[config.mk]
export PLATFORM = sky130hd
export DESIGN_NAME = fmac_norm_round
export DESIGN_NICKNAME = d
export VERILOG_FILES = /design/src/rtl/fpu_defs_fmac.sv /design/src/rtl/fmac_round_rne.sv /design/src/rtl/fmac_norm_round.sv
export SDC_FILE = /design/constraint.sdc
export NUM_CORES = 1
export LEC_CHECK = 0
export CELL_PAD_IN_SITES_DETAIL_PLACEMENT = 0
export CELL_PAD_IN_SITES_GLOBAL_PLACEMENT = 1
export CORE_MARGIN = 2
export CORE_UTILIZATION = 39
export CTS_CLUSTER_DIAMETER = 40
export DETAILED_ROUTE_END_ITERATION = 10
export PLACE_DENSITY_LB_ADDON = 0.25
export SKIP_LAST_GASP = 1
export SLEW_MARGIN = 10
export SYNTH_ARGS = -nofsm -noshare
export SYNTH_HDL_FRONTEND = slang
export SYNTH_HIERARCHICAL = 1
export SYNTH_SLANG_ARGS = --single-unit
[constraint.sdc]
create_clock -name Clk_CI -period 7.3 [get_ports Clk_CI]
set_clock_uncertainty 0.1 [all_clocks]
set_input_delay 1.095 -clock Clk_CI [delete_from_list [all_inputs] [get_ports Clk_CI]]
set_output_delay 1.095 -clock Clk_CI [all_outputs]
set_load 0.05 [all_outputs]
[src/rtl/fpu_defs_fmac.sv]
// Shared definitions for the FP32 fused multiply-add normalise/round stage.
// Holds the datapath widths, the FP32 exponent constants and the
// rounding-mode encoding used between the top and the rounding sub-module.
package fpu_defs_fmac;

    localparam int C_WIDTH         = 51;   // unnormalised mantissa, 2*24+3
    localparam int C_LEADONE_WIDTH = 6;
    localparam int C_EXP_W         = 10;   // signed internal exponent
    localparam int C_EXP_BITS      = 8;
    localparam int C_MANT_BITS     = 23;

    localparam int C_EXP_BIAS      = 127;
    localparam int C_EXP_MAX       = 255;

    typedef enum logic {
        RM_RNE = 1'b0,
        RM_RTZ = 1'b1
    } rnd_mode_e;

endpackage

[src/rtl/fmac_round_rne.sv]
// Combinational rounding of a 23-bit fraction with an implicit leading one.
// Ports:
//   frac     in   23  fraction bits below the hidden one
//   guard    in   1   first bit below the fraction lsb
//   sticky   in   1   OR of all remaining lower bits
//   rm       in   1   rounding mode (RM_RNE / RM_RTZ)
//   frac_rnd out  23  rounded fraction (zero when the significand carries out)
//   carry    out  1   significand rounded up to 2^24, exponent must increment
//   inexact  out  1   any discarded bit was set
module fmac_round_rne
    import fpu_defs_fmac::*;
(
    input  logic [C_MANT_BITS-1:0] frac,
    input  logic                   guard,
    input  logic                   sticky,
    input  logic                   rm,
    output logic [C_MANT_BITS-1:0] frac_rnd,
    output logic                   carry,
    output logic                   inexact
);

    logic                 inc;
    logic [C_MANT_BITS:0] sum;

    // Round half to even: only round up past the halfway point, or exactly on
    // it when the lsb is odd.
    assign inc = (rm == RM_RNE) & guard & (sticky | frac[0]);

    // The hidden one is included so the carry marks a significand of 2^24;
    // in that case all fraction bits have wrapped to zero.
    assign {carry, sum} = {1'b0, 1'b1, frac} + {{(C_MANT_BITS + 1){1'b0}}, inc};

    assign frac_rnd = sum[C_MANT_BITS-1:0];
    assign inexact  = guard | sticky;

endmodule

[src/rtl/fmac_norm_round.sv]
// Normalise/round stage of the FP32 FMA datapath (after the leading-zero count).
// Two register stages with valid/ready handshake:
//   stage 1 : left-normalise the magnitude and adjust the exponent
//   stage 2 : round, detect zero/underflow/overflow, pack the FP32 result
// Ports:
//   Clk_CI, Rst_RI          clock and synchronous active-high reset
//   Valid_SI / Ready_SO     upstream handshake
//   Sign_DI, Exp_DI         sign and biased exponent for Mant_DI[50] as hidden bit
//   Mant_DI, LeadOne_DI     unnormalised magnitude and its leading-zero count
//   NoOne_SI                magnitude is zero (overrides all other fields)
//   Rm_SI                   0 = round to nearest even, 1 = round toward zero
//   Valid_SO / Ready_SI     downstream handshake
//   Result_DO               packed FP32 result
//   OF_SO, UF_SO, NX_SO     overflow, underflow (flush to zero), inexact
module fmac_norm_round
    import fpu_defs_fmac::*;
(
    input  logic                       Clk_CI,
    input  logic                       Rst_RI,
    input  logic                       Valid_SI,
    output logic                       Ready_SO,
    input  logic                       Sign_DI,
    input  logic [C_EXP_W-1:0]         Exp_DI,
    input  logic [C_WIDTH-1:0]         Mant_DI,
    input  logic [C_LEADONE_WIDTH-1:0] LeadOne_DI,
    input  logic                       NoOne_SI,
    input  logic                       Rm_SI,
    output logic                       Valid_SO,
    input  logic                       Ready_SI,
    output logic [31:0]                Result_DO,
    output logic                       OF_SO,
    output logic                       UF_SO,
    output logic                       NX_SO
);

    localparam int LSB_POS = C_WIDTH - 1 - C_MANT_BITS;   // fraction lsb in the normalised word

    localparam logic signed [C_EXP_W-1:0] E_MIN_NORMAL = C_EXP_W'(1);
    localparam logic signed [C_EXP_W:0]   E_OVERFLOW   = (C_EXP_W + 1)'(C_EXP_MAX);

    logic en_1, en_2;
    logic valid_1, valid_o;

    // Stage-1 registers; the hidden bit is dropped since it is always one
    // for a legal non-zero operand.
    logic [C_WIDTH-2:0]         m_1;
    logic signed [C_EXP_W-1:0]  e_1;
    logic                       sign_1, rm_1, zero_1;

    logic [C_WIDTH-2:0]         m_shift;
    logic signed [C_EXP_W-1:0]  e_shift;

    logic [C_MANT_BITS-1:0]     frac_2, frac_rnd;
    logic                       guard_2, sticky_2, carry_2, inexact_2;
    logic signed [C_EXP_W:0]    e_post;

    logic [31:0]                res_nxt;
    logic                       of_nxt, uf_nxt, nx_nxt;

    // A stage may load when it is empty or its content moves on this cycle.
    assign en_2     = ~valid_o | Ready_SI;
    assign en_1     = ~valid_1 | en_2;
    assign Ready_SO = en_1;
    assign Valid_SO = valid_o;

    assign m_shift = (C_WIDTH - 1)'(Mant_DI << LeadOne_DI);
    assign e_shift = $signed(Exp_DI)
                   - $signed({{(C_EXP_W - C_LEADONE_WIDTH){1'b0}}, LeadOne_DI});

    always_ff @(posedge Clk_CI) begin
        if (Rst_RI) begin
            valid_1 <= 1'b0;
        end else if (en_1) begin
            valid_1 <= Valid_SI;
        end
    end

    always_ff @(posedge Clk_CI) begin
        if (Valid_SI && en_1) begin
            m_1    <= m_shift;
            e_1    <= e_shift;
            sign_1 <= Sign_DI;
            rm_1   <= Rm_SI;
            zero_1 <= NoOne_SI;
        end
    end

    assign frac_2   = m_1[C_WIDTH-2 -: C_MANT_BITS];
    assign guard_2  = m_1[LSB_POS-1];
    assign sticky_2 = |m_1[LSB_POS-2:0];

    fmac_round_rne u_round (
        .frac     (frac_2),
        .guard    (guard_2),
        .sticky   (sticky_2),
        .rm       (rm_1),
        .frac_rnd (frac_rnd),
        .carry    (carry_2),
        .inexact  (inexact_2)
    );

    // One extra bit so exponent 511 plus a rounding carry cannot wrap.
    assign e_post = {e_1[C_EXP_W-1], e_1} + {{C_EXP_W{1'b0}}, carry_2};

    always_comb begin
        res_nxt = {sign_1, 31'b0};
        of_nxt  = 1'b0;
        uf_nxt  = 1'b0;
        nx_nxt  = 1'b0;
        if (zero_1) begin
            res_nxt = {sign_1, 31'b0};
        end else if (e_1 < E_MIN_NORMAL) begin
            // No subnormal support: anything below the normal range flushes.
            uf_nxt = 1'b1;
            nx_nxt = 1'b1;
        end else if (e_post >= E_OVERFLOW) begin
            of_nxt = 1'b1;
            nx_nxt = 1'b1;
            if (rm_1 == RM_RTZ) begin
                res_nxt = {sign_1, {(C_EXP_BITS - 1){1'b1}}, 1'b0, {C_MANT_BITS{1'b1}}};
            end else begin
                res_nxt = {sign_1, {C_EXP_BITS{1'b1}}, {C_MANT_BITS{1'b0}}};
            end
        end else begin
            res_nxt = {sign_1, e_post[C_EXP_BITS-1:0], frac_rnd};
            nx_nxt  = inexact_2;
        end
    end

    always_ff @(posedge Clk_CI) begin
        if (Rst_RI) begin
            valid_o   <= 1'b0;
            Result_DO <= '0;
            OF_SO     <= 1'b0;
            UF_SO     <= 1'b0;
            NX_SO     <= 1'b0;
        end else if (en_2) begin
            valid_o <= valid_1;
            if (valid_1) begin
                Result_DO <= res_nxt;
                OF_SO     <= of_nxt;
                UF_SO     <= uf_nxt;
                NX_SO     <= nx_nxt;
            end
        end
    end

endmodule

Word level (Yosys, flattened, before mapping)

Index checks and enable logic that the tools add are counted.

$add $sub $neg: 3
Multiply operators: 0
Div/mod/pow operators: 0
$lt $le $gt $ge: 2
Equality and inequality tests: 0
Shift operators: 1
Mux-type cells: 12
Bitwise operators: 9
Reduce and logical (&&, ||, !) cells: 3

Operator list:

| cell                  | number |
|---|---|
| $mux W31              | 3 |
| $shl A51 B6 Y50       | 1 |
| $reduce_or A26 Y1     | 1 |
| $add A24 B1 Y25       | 1 |
| $mux W24              | 1 |
| $add A10 B2 Y11       | 1 |
| $ge A11 B9 Y1 const B | 1 |
| $lt A10 B2 Y1 const B | 1 |
| $sub A10 B7 Y10       | 1 |
| $mux W1               | 8 |
| $or A1 B1 Y1          | 4 |
| $not A1 Y1            | 3 |
| $and A1 B1 Y1         | 2 |
| $reduce_and A2 Y1     | 1 |
| $logic_and A1 B1 Y1   | 1 |

Bits in registers: 100
Bits in latches: 0
Bits in writable memories: 0
Bits in read-only memories: 0
Input port bits: 74
Output and inout port bits: 37
Logic and storage cells: 41
Memories: 0

Logic depth before layout (Yosys ltp)

Gate-level depths: netlist (run 1).

Depth after elaboration: 9
Gate-level depth with buffers: 22
Depth with buffers taken out: 19

Hierarchy

The synthesis (run 1) kept the hierarchy.

By module, submodules not included:

| module          | times used | cells an instance | area an instance (um^2) | seq. area each (um^2) |
|---|---|---|---|---|
| fmac_norm_round | 1          | 660               | 6,678.9                 | 2,632.5 |
| fmac_round_rne  | 1          | 64                | 480.5                   | 0.0 |

Least setup slack after synthesis (run 1)

No wires, ideal clock.

Path type: register to register
Start: reg m_1[7]
End: reg Result_DO[10]
Library setup time: 61 ps
Arrival: 3,856 ps
Required time: 7,139 ps
Slack: 3,284 ps
Stages on the path, launching flop included: 22
Period minus slack after synthesis: 4,016 ps
Path through: edfxtp_1 or4_1 nor4_1 nand4_1 nor2_1 nor3b_1 ha_1 ha_1 nand2_1 nor4_4 nand4_2 nor2_1 ha_1 clkbuf_1 and3_1 a221oi_1 nand4_1 a211oi_4 and2_1 buf_6 buf_8 a221o_1

Longest elaborated chain between the ends: 9

Ends and longest elaborated chain:

| what                     | RTL line               | text |
|---|---|---|
| start: declaration       | fmac_norm_round.sv:46  | `logic [C_WIDTH-2:0] m_1;` |
| start signal: assignment | fmac_norm_round.sv:80  | `m_1 <= m_shift;` |
| $reduce_or A26 Y1        | fmac_norm_round.sv:90  | `assign sticky_2 = \|m_1[LSB_POS-2:0];` |
| named net sticky_2       | fmac_norm_round.sv:54  | `logic guard_2, sticky_2, carry_2, inexact_2;` |
| $or A1 B1 Y1             | fmac_round_rne.sv:27   | `assign inc = (rm == RM_RNE) & guard & (sticky \| frac[0]);` |
| $and A1 B1 Y1            | fmac_round_rne.sv:27   |  |
| $add A24 B1 Y25          | fmac_round_rne.sv:31   | `assign {carry, sum} = {1'b0, 1'b1, frac} + {{(C_MANT_BITS + 1){1'b0}}, inc};` |
| named net carry_2        | fmac_norm_round.sv:54  |  |
| $add A10 B2 Y11          | fmac_norm_round.sv:103 | `assign e_post = {e_1[C_EXP_W-1], e_1} + {{C_EXP_W{1'b0}}, carry_2};` |
| $ge A11 B9 Y1            | fmac_norm_round.sv:116 | `end else if (e_post >= E_OVERFLOW) begin` |
| $mux W31                 | fmac_norm_round.sv:116 |  |
| $mux W31                 | fmac_norm_round.sv:112 | `end else if (e_1 < E_MIN_NORMAL) begin` |
| $mux W31                 | fmac_norm_round.sv:110 | `if (zero_1) begin` |
| end signal: assignment   | fmac_norm_round.sv:140 | `Result_DO <= res_nxt;` |
| end: declaration         | fmac_norm_round.sv:30  | `output logic [31:0] Result_DO,` |

The timed path passes the listed nets, and every way through them passes these cells.
A chain may end at the register's enable or synchronous reset.

Worst setup path in the final report (run 1)

Start: reg m_1[7]
End: reg Result_DO[15]

The elaborated chain is that of the path after synthesis.

==> results, run 1 <==
- The clock sink count is 100.
- The number of global-route vias before repair is about 5,700.
- The number of clock buffers inserted by TritonCTS is 9.
- By area the synthesized netlist is led by edfxtp_1, dfxtp_1, mux4_2, mux2i_1, nand2_1.
- In this run the clock root is driven by a clkbuf_16.
- Setup total negative slack on the finished layout was measured at 0 ps.
- In this run the tightest slew margin relative to its limit is around a quarter.
- For this block, the via count after detailed routing is ~6,000.
- In the layout the commonest cells are clkdlybuf4s50_1, nand2_1, nor2_1, edfxtp_1, mux2i_1.
- The met2 routed wirelength is about 8.8 mm.
- Per report_power, the sequential group accounts for a little under half of the total.
- The share of total power dissipated in the clock network is around 28%.
- The TritonCTS clock tree is built.
- Summing the areas of all and, or, nand and nor instances in the mapped netlist gives ~17% of the synthesized area.
- The H-tree was split into 3 levels.
- The fraction of post-synthesis cell area in the top cell type by area is a little over a quarter.
- The hold violation count in the final report is 0.
- The combined area of all synthesized cells is between 7000 and 8000 sq um.
- The worst endpoint required time is between 7000 and 8000 ps.
- The number of max-slew violations in the final report is 0.
- On the final layout, the worst hold slack is around 350 ps.
- The post-synthesis instance total is 724.
- The synthesized net count is approximately 810.
- After detailed routing, the wire length on met1 is 9.248 mm.
- Global routing consumed, over all layers together, between 10% and 20% of the routing resources.
- No sink is reached through more buffers than the 2 on the longest clock path.
- The pin slew with the least headroom to its limit is around 1100 ps.
- For this design the total switching power over the nets is about 0.43 mW.
- The die outline area is 19,460 sq um.
- The initial core utilization is about two fifths.
- The synthesized design contains 100 register bits.
- The congestion estimate from routability-driven global placement came to ~0.97.
- The maximum clock rate is between 200 and 250 MHz.
- The count of boundary I/O pins is 111.
- The total met3 wirelength after detailed routing is 1.000 mm.
- The synthesized netlist devotes 2.027% of its cell area to adder and majority cells.
- Buffers placed on the I/O ports in this run total about 110.
- Setup repair after global routing left no endpoint under its margin.
- In this run the static leakage power is roughly 3.2 nW.
- Net switching is between 20% and 30% of the power.
- For the worst-skew pair, the clock arrives at the later sink with an insertion delay of roughly 340 ps.
- The run finished with clean final reports.
- The floorplan step set the die width to ~140 microns.
- The total of max-cap violations is 0.
- The count of flip-flops with a built-in enable after synthesis is 63.
- Timing analysis after detailed placement gives a worst setup slack of about 2400 ps.
- The largest family of logic cells by synthesized area is multiplexers.
- For the finished layout, the period the worst path requires is ~4900 ps.
- Setup violations remaining at the end of the flow were counted as 0.
- The internal power contribution is roughly 1.0 mW.
- STA classifies the critical path endpoint as a flip-flop.
- IR analysis of the VDD net gives a maximum drop of roughly 130 uV.
- The startpoint kind of the worst setup timing path is a flip-flop.
- Using the TritonRoute via totals, the vias-per-cell ratio works out to ~5.8.
- The buffers inserted during post-CTS setup optimization is 0.
- The leftover overflow at the end of global routing is 0.
- The worst setup slack after layout is between 2000 and 2500 ps.
- Sequential elements use a little under two fifths of the synthesized area.
- Entering global routing, the biggest net connects 64 pins.
- After detailed placement, the design holds a cell count of between 1,000 and 1,500.
- Leaving out fill and tap cells, the most frequent cell in the layout is clkdlybuf4s50_1.
- The critical path start-end classification is flip-flop to flip-flop.
- Leaving out filler cells and counting taps, the final layout contains roughly 1,000.
- The ratio of cells with drive above 1 in the final layout is roughly a tenth.
- For this design the ratio of total power to cell area is 169.5 nW/um^2.
- The combinational group share of total power is about a quarter.
- The number of iterations in the first detailed-routing pass is 5.
- The post-route DRC violation count is 0.
- Among all flip-flop cells after synthesis, the most frequent one is edfxtp_1.
- The portion of synthesized area spent on multiplexers is around a fifth.
- The mean post-synth cell area is a little under 10 sq um.
- In this run the remaining antenna-violating nets after routing total 0.
- After floorplanning, the core was sized to cover 17,960 sq um.
- The number of antenna diodes in the final layout is 0.
- For this run, the share of the core covered by cells in the final layout is a little under half.
- Wires add up to about 19 mm.
- The fraction of synthesized cell area in xor and xnor cells is under 10%.
- Of all flip-flops after synthesis, the portion carrying an async set or reset was 0%.
- edfxtp_1 takes more of the synthesized area than any other cell.
- The routed wire length per instance is between 15 and 20 microns.
- The first global-routing pass estimated ~30 mm of wire.
- The largest fanout of any net on the critical path is 23.
- The final critical-path share of the clock period is 66.85%.
- After the first detailed-routing iteration, the DRC count stood at ~350.
- Clock-pin slew was measured on the worst setup and hold paths at roughly 60 ps.
- The sum of net half-perimeters after detailed placement is approximately 15 mm.
- The layout has roughly 1,700 filler cells.
- After clock tree synthesis, the flow added hold-fix buffers numbering 0.
- Synthesis instantiated 71 different standard cells from the library.
- The number of cell rows is approximately 50.
- The fraction of the mapped netlist area in compound gates is between 10% and 20%.
- The synthesis-to-finish area growth is 19.78%.
- Routed signal wires occupy layers up through met4.
- The total number of yosys warnings is 6.
- The type of the most critical hold path is flip-flop to flip-flop.
- For the worst setup path, the data arrival time is around 5000 ps.
- Measured along the y axis, the die boundary spans ~140 microns.
- The number of nets in the layout is around 880.
- The initial antenna violation count is 0.
- In this run, post-CTS repair resized a total of 0 instances.
==> metal layers <==
metal | global-route usage [%] | vias to the layer above
li1 | - | 2901
met1 | 27.79 | 2826
met2 | 32.12 | 212
met3 | 2.030 | 26
met4 | 5.848 | 0
met5 | 0 | -
==> final timing paths <==
| path | from | depth (start not counted) | to | slack (ps) |
|---|---|---|---|---|
| setup / recovery | m_1[7]$_SDFFCE_PP0P_ | 18 | Result_DO[15]$_SDFFE_PP0P_ | 2420 |
| hold reg to reg | OF_SO$_SDFFE_PP0P_ | 2 | OF_SO$_SDFFE_PP0P_ | 350 |
| setup reg to reg | m_1[7]$_SDFFCE_PP0P_ | 18 | Result_DO[15]$_SDFFE_PP0P_ | 2420 |
| hold / removal | OF_SO$_SDFFE_PP0P_ | 2 | OF_SO$_SDFFE_PP0P_ | 350 |
==> worst max-delay path: stages, from the launching register on <==
cell and delay [ps]:
edfxtp_1 350, or4_1 510, nor4_1 280, nand4_1 180
nor2_1 130, nor3b_1 60, ha_1 190, ha_1 220
nand2_1 200, nor4_4 90, nand4_2 130, nor2_1 80
ha_1 330, nor3b_1 240, o21ai_0 130, a211o_1 340
a211oi_4 350, and2_1 670, a221o_1 210
==> metrics by stage <==
| stage | area (sq um) | total power, mW |
|---|---|---|
| 4_1_cts | 8576 | 1.460 |
| 3_5_place_dp | 8329 | 1.057 |
| 3_3_place_gp | 8329 | 1.050 |
| 2_1_floorplan | 7159 | 0.9226 |
| 5_1_grt | 8576 | 1.516 |
| 6_report | 8576 | 1.454 |
==> Yosys cell counts (all sizes together), types with 3 or more instances <==
library cell   n
a211oi         4
a21oi         30
a221o         28
a221oi         3
a22o           3
a22oi          6
a31o           3
and2           8
and3           5
buf           24
clkbuf        29
dfxtp         37
edfxtp        63
ha            10
inv           14
mux2          15
mux2i         54
mux4          30
nand2         94
nand2b         3
nand3         23
nand4         12
nor2          65
nor2b          8
nor3           8
nor4          11
o211ai         6
o21a           4
o21ai         36
o221ai         7
o22ai         13
or2            3
xnor2         24
xor2          10
==> area by class of cell <==
class / count / area (sq um) / area share, %
timing repair buffer: 116 / 1136 / 13.25
sequential: 100 / 2633 / 30.70
tap: 229 / 286.5 / 3.341
clock inverter: 5 / 21.27 / 0.2480
clock buffer: 9 / 225.2 / 2.626
multi-input combinational: 556 / 4218 / 49.18
inverter: 15 / 56.30 / 0.6566
==> power by group through the flow <==
stage | Clock [mW] | Combinational, mW | Sequential, mW
3_3_place_gp | 0 | 0.364 | 0.686
3_5_place_dp | 0 | 0.369 | 0.688
6_report | 0.405 | 0.372 | 0.676
4_1_cts | 0.414 | 0.370 | 0.676
5_1_grt | 0.432 | 0.403 | 0.681
2_1_floorplan | 0 | 0.233 | 0.690
==> cells by family (layout without fill, tap and decap cells) <==
logic type	after synthesis	count (layout)
compound gates	162	162
xor+xnor	34	34
fa+ha+maj	11	11
buf+inv	68	145
flops	100	100
mux	99	99
simple gates	250	250
==> registers in the layout, summed over array words and instances (netlist names) <==
name / cells
Result_DO: 32
Valid_SO: 1
OF_SO: 1
e_1: 10
rm_1: 1
sign_1: 1
UF_SO: 1
zero_1: 1
valid_1: 1
m_1: 50
NX_SO: 1
(Power assumes the default switching activity.)
==> run 2, diff against run 1 <==
clock period = 4.6 ns   (was 7.3 ns; I/O delays follow)
==> results, run 2 (synthesis results as in run 1) <==
- The commonest non-fill, non-tap cell in the layout is clkdlybuf4s50_1.
- The cell area power density came to 281.2 nW/um^2 (+66%).
- The total routing resource utilization after global routing is 20.21% (+0.53 points).
- The total of max-cap violations came to 0 (unchanged).
- The clock sink count is 100 (unchanged).
- The arrival time of data at the critical path endpoint was 4370 ps (-690 ps).
- The aggregate routed wire length is 19.77 mm (+1.8%).
- The number of gates resized after CTS is 0 (unchanged).
- The slowest library cell on the worst path is or4_1.
- The leakage power figure is 3.250 nW (+2.3%).
- The hold violation count in the final report was 0 (unchanged).
- The worst setup path is launched from a flip-flop.
- Traced cell by cell, the critical path runs through or4_1 -> nor4_2 -> nand4_1 -> nor2_1 -> nor3b_1 -> ha_1 -> ha_1 -> nand2_1 -> nor4_4 -> nand4_2 -> nor2_1 -> ha_1 -> nor3b_1 -> o21ai_0 -> a211o_1 -> a211oi_4 -> and2_1 -> buf_12 -> a221o_1.
- The number of max-slew violations in the final report is 0 (unchanged).
- The buffers inserted during post-CTS setup optimization is 0 (unchanged).
- The global placement routability congestion is 0.9130 (-6.1%).
- The flow ran to the end, and the final reports show no timing, DRC or antenna violations.
- The number of iterations in the first detailed-routing pass came to 6 (+1).
- The register name with the most flops is m_1.
- The number of global-route vias before repair is 5,783 (+1.6%).
- The accumulated negative setup slack came to 0 ps (unchanged).
- The initial antenna violation count is 0 (unchanged).
- The maximum clock rate is 238.6 MHz (+16%).
- The register-to-register setup slack is 410 ps (-2010 ps).
- The worst endpoint required time was 4780 ps (-2690 ps).
- The first-iteration detailed-routing DRC count is 439 (+25%).
- The leftover overflow at the end of global routing is 0 (unchanged).
- The most frequent cell on the critical path is ha_1.
- The count of hold buffers inserted by post-cts repair came to 0 (unchanged).
- The largest fanout of any net on the critical path is 23 (unchanged).
- In the layout the commonest cells are clkdlybuf4s50_1, nand2_1, nor2_1, edfxtp_1, mux2i_1.
- The utilization after layout came to 48.67% (+0.93 points).
- The count of boundary I/O pins was 111 (unchanged).
- The area of the core is 17,960 sq um (unchanged).
- The largest registers in the layout are m_1: 50 flops, Result_DO: 32 flops, e_1: 10 flops.
- The antenna violation net count after detailed routing was 0 (unchanged).
- The setup-violating endpoint count in the final report was 0 (unchanged).
- The post-route DRC violation count came to 0 (unchanged).
- The number of antenna cells inserted was 0 (unchanged).
- The die outline area was 19,460 sq um (unchanged).
- The flip-flop count of the largest register after layout is 50 (unchanged).
- The sum of net half-perimeters after detailed placement is 15.58 mm (+2.6%).
- The number of cell rows was 49 (unchanged).
- The total power after layout was 2.458 mW (+69%).
- The number of cells traversed by the worst register-to-register path is 19 (+1).
- The level count of the clock H-tree was 3 (unchanged).
- The endpoint type of the worst setup path is a flip-flop.
- The largest net degree at the start of global routing came to 44 (-31%).
- The clock-pin transition on the worst setup and hold timing paths is 60 ps (about the same).
- The number of port buffers came to 109 (unchanged).
- The final critical-path share of the clock period was 91.13% (+24 points).
- The normalized max-slew margin is 25.25% (+1.7 points).
- The tightest min-delay check is of the flip-flop to flip-flop type.
- The number of nets in the layout was 893 (+1.1%).
- The first-pass GRT wire length is 31.64 mm (+2.8%).
- Compared with the post-synthesis result, the final layout area differs by 22.11%.
- The die span in y is 139.5 microns (unchanged).
- The ratio of cells with drive above 1 in the final layout is 11.93% (+1.7 points).
- The worst hold path cell count is 2 (unchanged).
- The minimum clock period after layout is 4192 ps (-688.4 ps).
- The number of vias per cell after detailed routing is 5.816 (+0.42%).
- The number of clock buffers inserted by TritonCTS was 9 (unchanged).
- The pin slew with the least headroom to its limit is 1116 ps (-25.30 ps).
- The TritonCTS clock tree is built.
- The total placed cells including tap cells is 1,026 (+0.98%).
- Setup repair after global routing left no endpoint under its margin.
- The initial core utilization was 39.86% (unchanged).
- The clock insertion delay at the later pin of the skew report is 340 ps (about the same).
- The worst setup path is of the flip-flop to flip-flop kind.
- The deepest clock path buffer count is 2 (unchanged).
- The largest vdd supply drop is 186.6 uV (+48%).
- The width of the die is 139.5 microns (unchanged).
- The non-filler instance count after layout is 1,042 (+1.2%).
- The total number of vias came to 6,060 (+1.6%).
- The CTS root buffer is clkbuf_16.
- The delay of the slowest critical-path stage was 530 ps (-140 ps).
- The routed wire length per instance is 18.98 microns (+0.66%).
## run 2: cell count changes in the layout (fill, tap and decap cells not counted), moves of 2 or more
cell,change
buf_4,+9
bufinv_16,+2
clkinv_2,-2
clkinvlp_4,+2
## run 2: where the power goes
part | internal [mW] | total, mW | switching, mW
clock network | 0.473 | 0.787 | 0.314
logic | 0.256 | 0.598 | 0.343
registers | 1.02 | 1.07 | 0.0506
total | 1.75 | 2.46 | 0.707
## run 2: routing by layer
metal | vias up | part of all wire (%) | wire length (microns) | track usage [%]
met5 | - | 0 | 0 | 0
met4 | 0 | 2.2 | 427 | 7.283
met3 | 29 | 5.9 | 1174 | 2.271
met2 | 229 | 46 | 9004 | 31.86
met1 | 2869 | 46 | 9167 | 28.83
li1 | 2933 | - | - | -
## run 2: worst paths after layout
| path | from | endpoint |
|---|---|---|
| setup reg to reg | m_1[7]$_SDFFCE_PP0P_ | Result_DO[14]$_SDFFE_PP0P_ |
| hold / removal | OF_SO$_SDFFE_PP0P_ | OF_SO$_SDFFE_PP0P_ |
| hold reg to reg | OF_SO$_SDFFE_PP0P_ | OF_SO$_SDFFE_PP0P_ |
| setup / recovery | m_1[7]$_SDFFCE_PP0P_ | Result_DO[14]$_SDFFE_PP0P_ |
## run 2: critical path: cells and delay by family, from the launching register on
kind | cells | cell delay, ps
AND/OR/NAND/NOR | 11 | 1960
AO/OA/AOI/OAI | 4 | 860
flip-flops | 1 | 350
buffers and inverters | 1 | 160
adder cells (fa/ha/maj) | 3 | 680
## run 2: through the flow
step	worst slack, ps	hold WS (ps)	cell area [sq um]
after floorplan	583.7	346.6	7159
after global placement	353.0	334.0	8417
after detailed placement	269.7	332.8	8417
after CTS	248.3	343.4	8733
after global routing	38.95	353.8	8742
final	408.1	342.8	8742
## run 2: final cells by class
type | count | area, sq um
Fill cell | 1650 | 9221
Multi-Input combinational cell | 556 | 4227
Sequential cell | 100 | 2633
Timing Repair Buffer | 126 | 1224
Tap cell | 229 | 286.5
Clock buffer | 9 | 225.2
Clock inverter | 7 | 91.34
Inverter | 15 | 56.30
